### src/rtl/dbnc_pkg.sv
// Shared constants and helpers for the slide-switch debouncer.
// The counter-sizing helper keeps power-of-two DB_CYCLES values from under-sizing the counter.
package dbnc_pkg;

  localparam int DB_CYCLES_HW  = 1000000;
  localparam int DB_CYCLES_SIM = 4;

  function automatic int cnt_width(input int n);
    return $clog2(n + 1);
  endfunction

endpackage

### src/rtl/debounce_bit.sv
// One debounce channel: synchroniser chain, persistence counter, stable level and edge strobes.
// Only the first synchroniser flop ever sees the asynchronous input.
module debounce_bit
  import dbnc_pkg::*;
#(
  parameter int DB_CYCLES   = DB_CYCLES_HW,
  parameter int SYNC_STAGES = 2
) (
  input  logic clk,
  input  logic rst_n,
  input  logic d_raw,
  output logic q_clean,
  output logic q_rise,
  output logic q_fall
);

  localparam int             CW       = cnt_width(DB_CYCLES);
  localparam logic [CW-1:0]  CNT_LAST = CW'(DB_CYCLES - 1);

  logic [SYNC_STAGES-1:0] sync;
  logic [CW-1:0]          cnt;
  logic                   sync_out;

  assign sync_out = sync[SYNC_STAGES-1];

  always_ff @(posedge clk) begin
    if (!rst_n) begin
      sync    <= '0;
      cnt     <= '0;
      q_clean <= 1'b0;
      q_rise  <= 1'b0;
      q_fall  <= 1'b0;
    end else begin
      // synchroniser stage -> persistence stage
      sync   <= {sync[SYNC_STAGES-2:0], d_raw};
      q_rise <= 1'b0;
      q_fall <= 1'b0;
      if (sync_out == q_clean) begin
        cnt <= '0;
      end else if (cnt >= CNT_LAST) begin
        // DB_CYCLES-th consecutive mismatch: accept the new level
        q_clean <= sync_out;
        cnt     <= '0;
        q_rise  <= sync_out;
        q_fall  <= ~sync_out;
      end else begin
        cnt <= cnt + 1'b1;
      end
    end
  end

endmodule

### src/rtl/sw_debouncer.sv
// Debounces a vector of slide switches, one independent channel per bit,
// and flags any accepted change on sw_changed.
module sw_debouncer
  import dbnc_pkg::*;
#(
  parameter int WIDTH       = 2,
  parameter int DB_CYCLES   = DB_CYCLES_HW,
  parameter int SYNC_STAGES = 2
) (
  input  logic             clk,
  input  logic             rst_n,
  input  logic [WIDTH-1:0] sw_raw,
  output logic [WIDTH-1:0] sw_clean,
  output logic [WIDTH-1:0] sw_rise,
  output logic [WIDTH-1:0] sw_fall,
  output logic             sw_changed
);

  for (genvar i = 0; i < WIDTH; i++) begin : g_ch
    debounce_bit #(
      .DB_CYCLES  (DB_CYCLES),
      .SYNC_STAGES(SYNC_STAGES)
    ) u_bit (
      .clk    (clk),
      .rst_n  (rst_n),
      .d_raw  (sw_raw[i]),
      .q_clean(sw_clean[i]),
      .q_rise (sw_rise[i]),
      .q_fall (sw_fall[i])
    );
  end

  // Built only from registered strobes, so still no path from sw_raw.
  assign sw_changed = |{sw_rise, sw_fall};

endmodule

### config.mk
export PLATFORM = sky130hd
export DESIGN_NAME = sw_debouncer
export DESIGN_NICKNAME = d
export VERILOG_FILES = /design/src/rtl/dbnc_pkg.sv /design/src/rtl/debounce_bit.sv /design/src/rtl/sw_debouncer.sv
export SDC_FILE = /design/constraint.sdc
export NUM_CORES = 1
export LEC_CHECK = 0
export BUFFER_PORTS_ARGS = -buffer_cell sky130_fd_sc_hd__buf_2
export CELL_PAD_IN_SITES_DETAIL_PLACEMENT = 1
export CELL_PAD_IN_SITES_GLOBAL_PLACEMENT = 2
export CORE_ASPECT_RATIO = 1.75
export CORE_MARGIN = 5
export CORE_UTILIZATION = 31
export DETAILED_ROUTE_END_ITERATION = 8
export PLACE_DENSITY = 0.74
export SLEW_MARGIN = 20
export SYNTH_ARGS = -nofsm -noshare
export SYNTH_HDL_FRONTEND = slang
export SYNTH_SLANG_ARGS = --single-unit
### constraint.sdc
create_clock -name clk -period 2.3 [get_ports clk]
set_clock_uncertainty 0.05 [all_clocks]
set_input_delay 0.46 -clock clk [delete_from_list [all_inputs] [get_ports clk]]
set_output_delay 0.46 -clock clk [all_outputs]
set_load 0.05 [all_outputs]
Word level (Yosys, flattened, before mapping)

Cells that the tools add are included.

Input bits: 4
Register bits after elaboration: 50
Logic and storage cells: 30

Order comparisons: 2
Add/subtract/negate cells: 2
Bitwise logic cells: 7
Reduce and logical (&&, ||, !) cells: 7
Eq/ne operators: 2

Operator list:

| kind                                                            | count |
|---|---|
| 20-bit by 1-bit adder with 20-bit output, second input constant | 2 |
| 20-bit >= comparator, second input constant                     | 2 |
| 3-bit OR reduction                                              | 4 |
| 1-bit inverter                                                  | 7 |
| 2-bit AND reduction                                             | 2 |
| 4-bit OR reduction                                              | 1 |
| 1-bit == test                                                   | 2 |

Depth between registers and ports, before layout

Word-level depth: 3
Gate-level depth with buffers: 6
Depth with buffers taken out: 5

By module

From an unflattened synthesis, not the netlist that was laid out.

Cells, all modules: 235
Area total of the unflattened synthesis: 2,259.7 µm²

Modules (own cells, without submodules):

| module       | instances | cells an instance | seq. area each (µm²) | area an instance (µm²) |
|---|---|---|---|---|
| debounce_bit | 2         | 117               | 500.5                | 1,126.1 |
| sw_debouncer | 1         | 1                 | 0.0                  | 7.5 |

Least setup slack after synthesis

No wires, ideal clock.

Kind: reg2reg
Start: register g_ch[1].u_bit.cnt[0]
End: register g_ch[1].u_bit.cnt[18]
Cell stages (with the launch flop): 6
Setup time: 0.086 ns
Setup slack: 0.397 ns
Data arrival time: 1.767 ns
Required time: 2.164 ns
Buffers on the path: 0
Cells stage by stage: dfxtp_1 ha_1 and4_1 nand4_1 or4_1 a211oi_1

Longest elaborated chain between the ends: 2
Elaborated cells on any way between the ends: 3

RTL lines:

| element                             | RTL line           | text |
|---|---|---|
| from (decl)                         | debounce_bit.sv:21 | `logic [CW-1:0] cnt;` |
| from (signal assigned)              | debounce_bit.sv:47 | `cnt <= cnt + 1'b1;` |
| 20-bit >= comparator                | debounce_bit.sv:40 | `end else if (cnt >= CNT_LAST) begin` |
| 3-bit OR reduction (no source line) | --                 |  |

Several ways; a longest one is shown, not always the timed one.
A chain may end at the register's enable or synchronous reset.

Worst setup path in the final report

Same ends and word-level chain as after synthesis.

==> flow_summary.json <==
{
  "synth-seq-area-share_pct": 44.1,
  "hpwlAfterDp_mm": 3.78,
  "met3_usage_pct": 2.20,
  "final-setup-viol-count": 0,
  "clockBufferDepth": 2,
  "ys_warn_count": 0,
  "root_buffer": "clkbuf_16",
  "p_leak_uw": 0.000848,
  "drv_cap": 0,
  "finalCritPeriodShare_pct": 88.6,
  "vias": 1839,
  "numCtsBuffers": 5,
  "drt_wl_total_mm": 5.16,
  "hold_class": "in2reg",
  "cts_resized": 0,
  "hold_viol": 0,
  "busiest_layer": "met2",
  "tightestPinTransition_ns": 0.730,
  "cts_tree": "yes",
  "grt_pass1_wl_mm": 8.81,
  "drt_first_iter_violations": 66,
  "clock_latency_ns": 0.29,
  "final_common_cell": "dfxtp_1",
  "timing.fmax_mhz": 491,
  "worstPathRequired_ns": 2.45,
  "grt_use_total_pct": 12.4,
  "ctsHtreeMaxLevel": 2,
  "swShare_pct": 20.4,
  "layout_common_cells": "dfxtp_1, nor3_1, nand2_1",
  "r2r_start": "g_ch[1].u_bit.cnt[0]",
  "slew_violations": 0,
  "grt_antenna_before_repair": 0,
  "pre_cts_ws_ns": 0.260,
  "drc": 0,
  "use_met2_pct": 24.1,
  "io_buffers": 10,
  "n_fill_cell": 852,
  "drtPass1Iterations": 4,
  "ant_nets": 0,
  "pwr-share-comb_pct": 0.9,
  "grt_pass1_vias": 1894,
  "routed_via_density": 5.39,
  "outcome": "completed",
  "fin_crit_ns": 2.04,
  "syn2layout_area_growth_pct": 12.5,
  "p_clk_share_pct": 49.3,
  "grt_util_met1_pct": 12.0,
  "p_per_area_mw_per_mm2": 687,
  "vdd_drop_max_mv": 0.322,
  "core-area_sq_mm": 0.00718,
  "io_pins": 11,
  "cts_hold_buffers": 0,
  "synth_fp_nets": 252,
  "rsz0062_at_grt": "false",
  "critPathLaunch": "g_ch[1].u_bit.cnt[0]",
  "diodes": 0,
  "layoutNonFillerInstCount": 341,
  "max_slew_margin_pct": 51.2,
  "crit_type": "reg2reg",
  "ys_seq_elements": 50,
  "die-area_sq_mm": 0.00920,
  "avgSynthCellArea_sq_um": 9.23,
  "grt.overflow.total": 0,
  "post_cts_buffers": 0,
  "end_kind": "register",
  "syn_area_sq_mm": 0.00227,
  "p_seq_share_pct": 49.7,
  "arrival_ns": 2.18,
  "nets": 260,
  "timing.critical_path.fanout_max": 5,
  "p_switching_uw": 358,
  "setup_tns_ns": 0,
  "fin_ws_ns": 0.263,
  "synthCells": 246,
  "place.gp.congestion": 0.767,
  "internal_power_uw": 1400,
  "start_util_pct": 31.6,
  "dp.cells": 333,
  "critPathLaunchType": "register",
  "grt_max_degree": 21,
  "hold_path_startpoint": "sw_raw[0]",
  "wl_per_cell_um": 15.1,
  "die_h_um": 123,
  "synth.distinct_cells": 36,
  "clk_pin_slew_worst_paths_ns": 0.07,
  "placementRows": 41,
  "clkSinkCount": 50,
  "die_width_um": 74.7,
  "drive_gt1_share_pct": 11.8
}
per-layer routing:
layer	routed length (um)	vias up
met4	108	0
met5	0	-
met2	3000	8
met1	1970	913
met3	90	7
li1	-	911
sequential cells by signal, summed over array words and instances, names as in the netlist:
signal / flops
g_ch.u_bit.q_rise: 2
g_ch.u_bit.q_fall: 2
g_ch.u_bit.cnt: 40
g_ch.u_bit.q_clean: 2
g_ch.u_bit.sync: 4
cell families after synthesis:
kind of cell | count (synthesis) | synth area share (%)
AOI/OAI and AO/OA | 27 | 8.49
xor gates and xnor gates | 27 | 10.4
adders and majority gates | 2 | 1.10
buffers and inverters | 22 | 5.24
DFF | 50 | 44.1
muxes | 2 | 0.882
and+or+nand+nor | 116 | 29.8
final timing paths:
path                            to  slack, ns  cells after the start
min          g_ch[0].u_bit.sync[0]       0.32                      2
max reg2reg  g_ch[1].u_bit.cnt[18]       0.26                      5
max          g_ch[1].u_bit.cnt[18]       0.26                      5
min reg2reg  g_ch[1].u_bit.sync[1]       0.39                      1
Yosys cell counts, drive strengths merged:
cell type     n  share of area, %
clkbuf        7               1.2
inv           7               1.2
o211ai        2              0.66
nor3         33               7.3
dfxtp        50                44
o31ai         2              0.66
nand3        10               2.4
o21ai         8               1.8
nor4          4               1.1
mux2i         2              0.88
nand2        21               3.5
and4          7               2.7
xnor2        16               6.2
a211oi       12               4.2
and4b         4               1.8
nand4         9               3.1
a31o          1              0.39
dlygate4sd1   1              0.39
buf           7               2.5
ha            2               1.1
o21a          1              0.33
and3          3              0.83
o2111a        1              0.50
or3          10               2.8
and2          6               1.7
nor2          2              0.33
or2           1              0.28
or4           6               2.0
xor2         11               4.2
through the flow:
stage          power [uW]  area (sq um)  utilization [%]  hold slack [ns]
2_1_floorplan         903          2270                -            0.362
3_3_place_gp          909          2380             33.1            0.374
3_5_place_dp          910          2380             33.1            0.374
4_1_cts              1790          2550             35.5            0.312
5_1_grt              1820          2550             35.5            0.331
6_report             1750          2550             35.5            0.321
final cells by class:
| cell class | count | area, sq um | area share [%] |
|---|---|---|---|
| Multi-Input combinational cell | 174 | 1150 | 45.0 |
| Sequential cell | 50 | 1000 | 39.2 |
| Clock buffer | 5 | 125 | 4.90 |
| Tap cell | 86 | 108 | 4.22 |
| Timing Repair Buffer | 16 | 95.1 | 3.73 |
| Clock inverter | 3 | 47.5 | 1.86 |
| Inverter | 7 | 26.3 | 1.03 |
power groups by stage:
stage	clock network (uW)	registers (uW)	logic (uW)
2_1_floorplan	0	892	11.3
3_3_place_gp	0	892	16.7
3_5_place_dp	0	892	17.2
4_1_cts	899	872	17.3
5_1_grt	926	872	19.3
6_report	866	872	16.6
worst max-delay path, cell delays in order, from the launching register on:
cell and delay [ns]:
dfxtp_1 0.39, ha_1 0.22, and4_1 0.30, nand4_1 0.20, or4_1 0.55, a211oi_1 0.23
(Power assumes the default switching activity.)
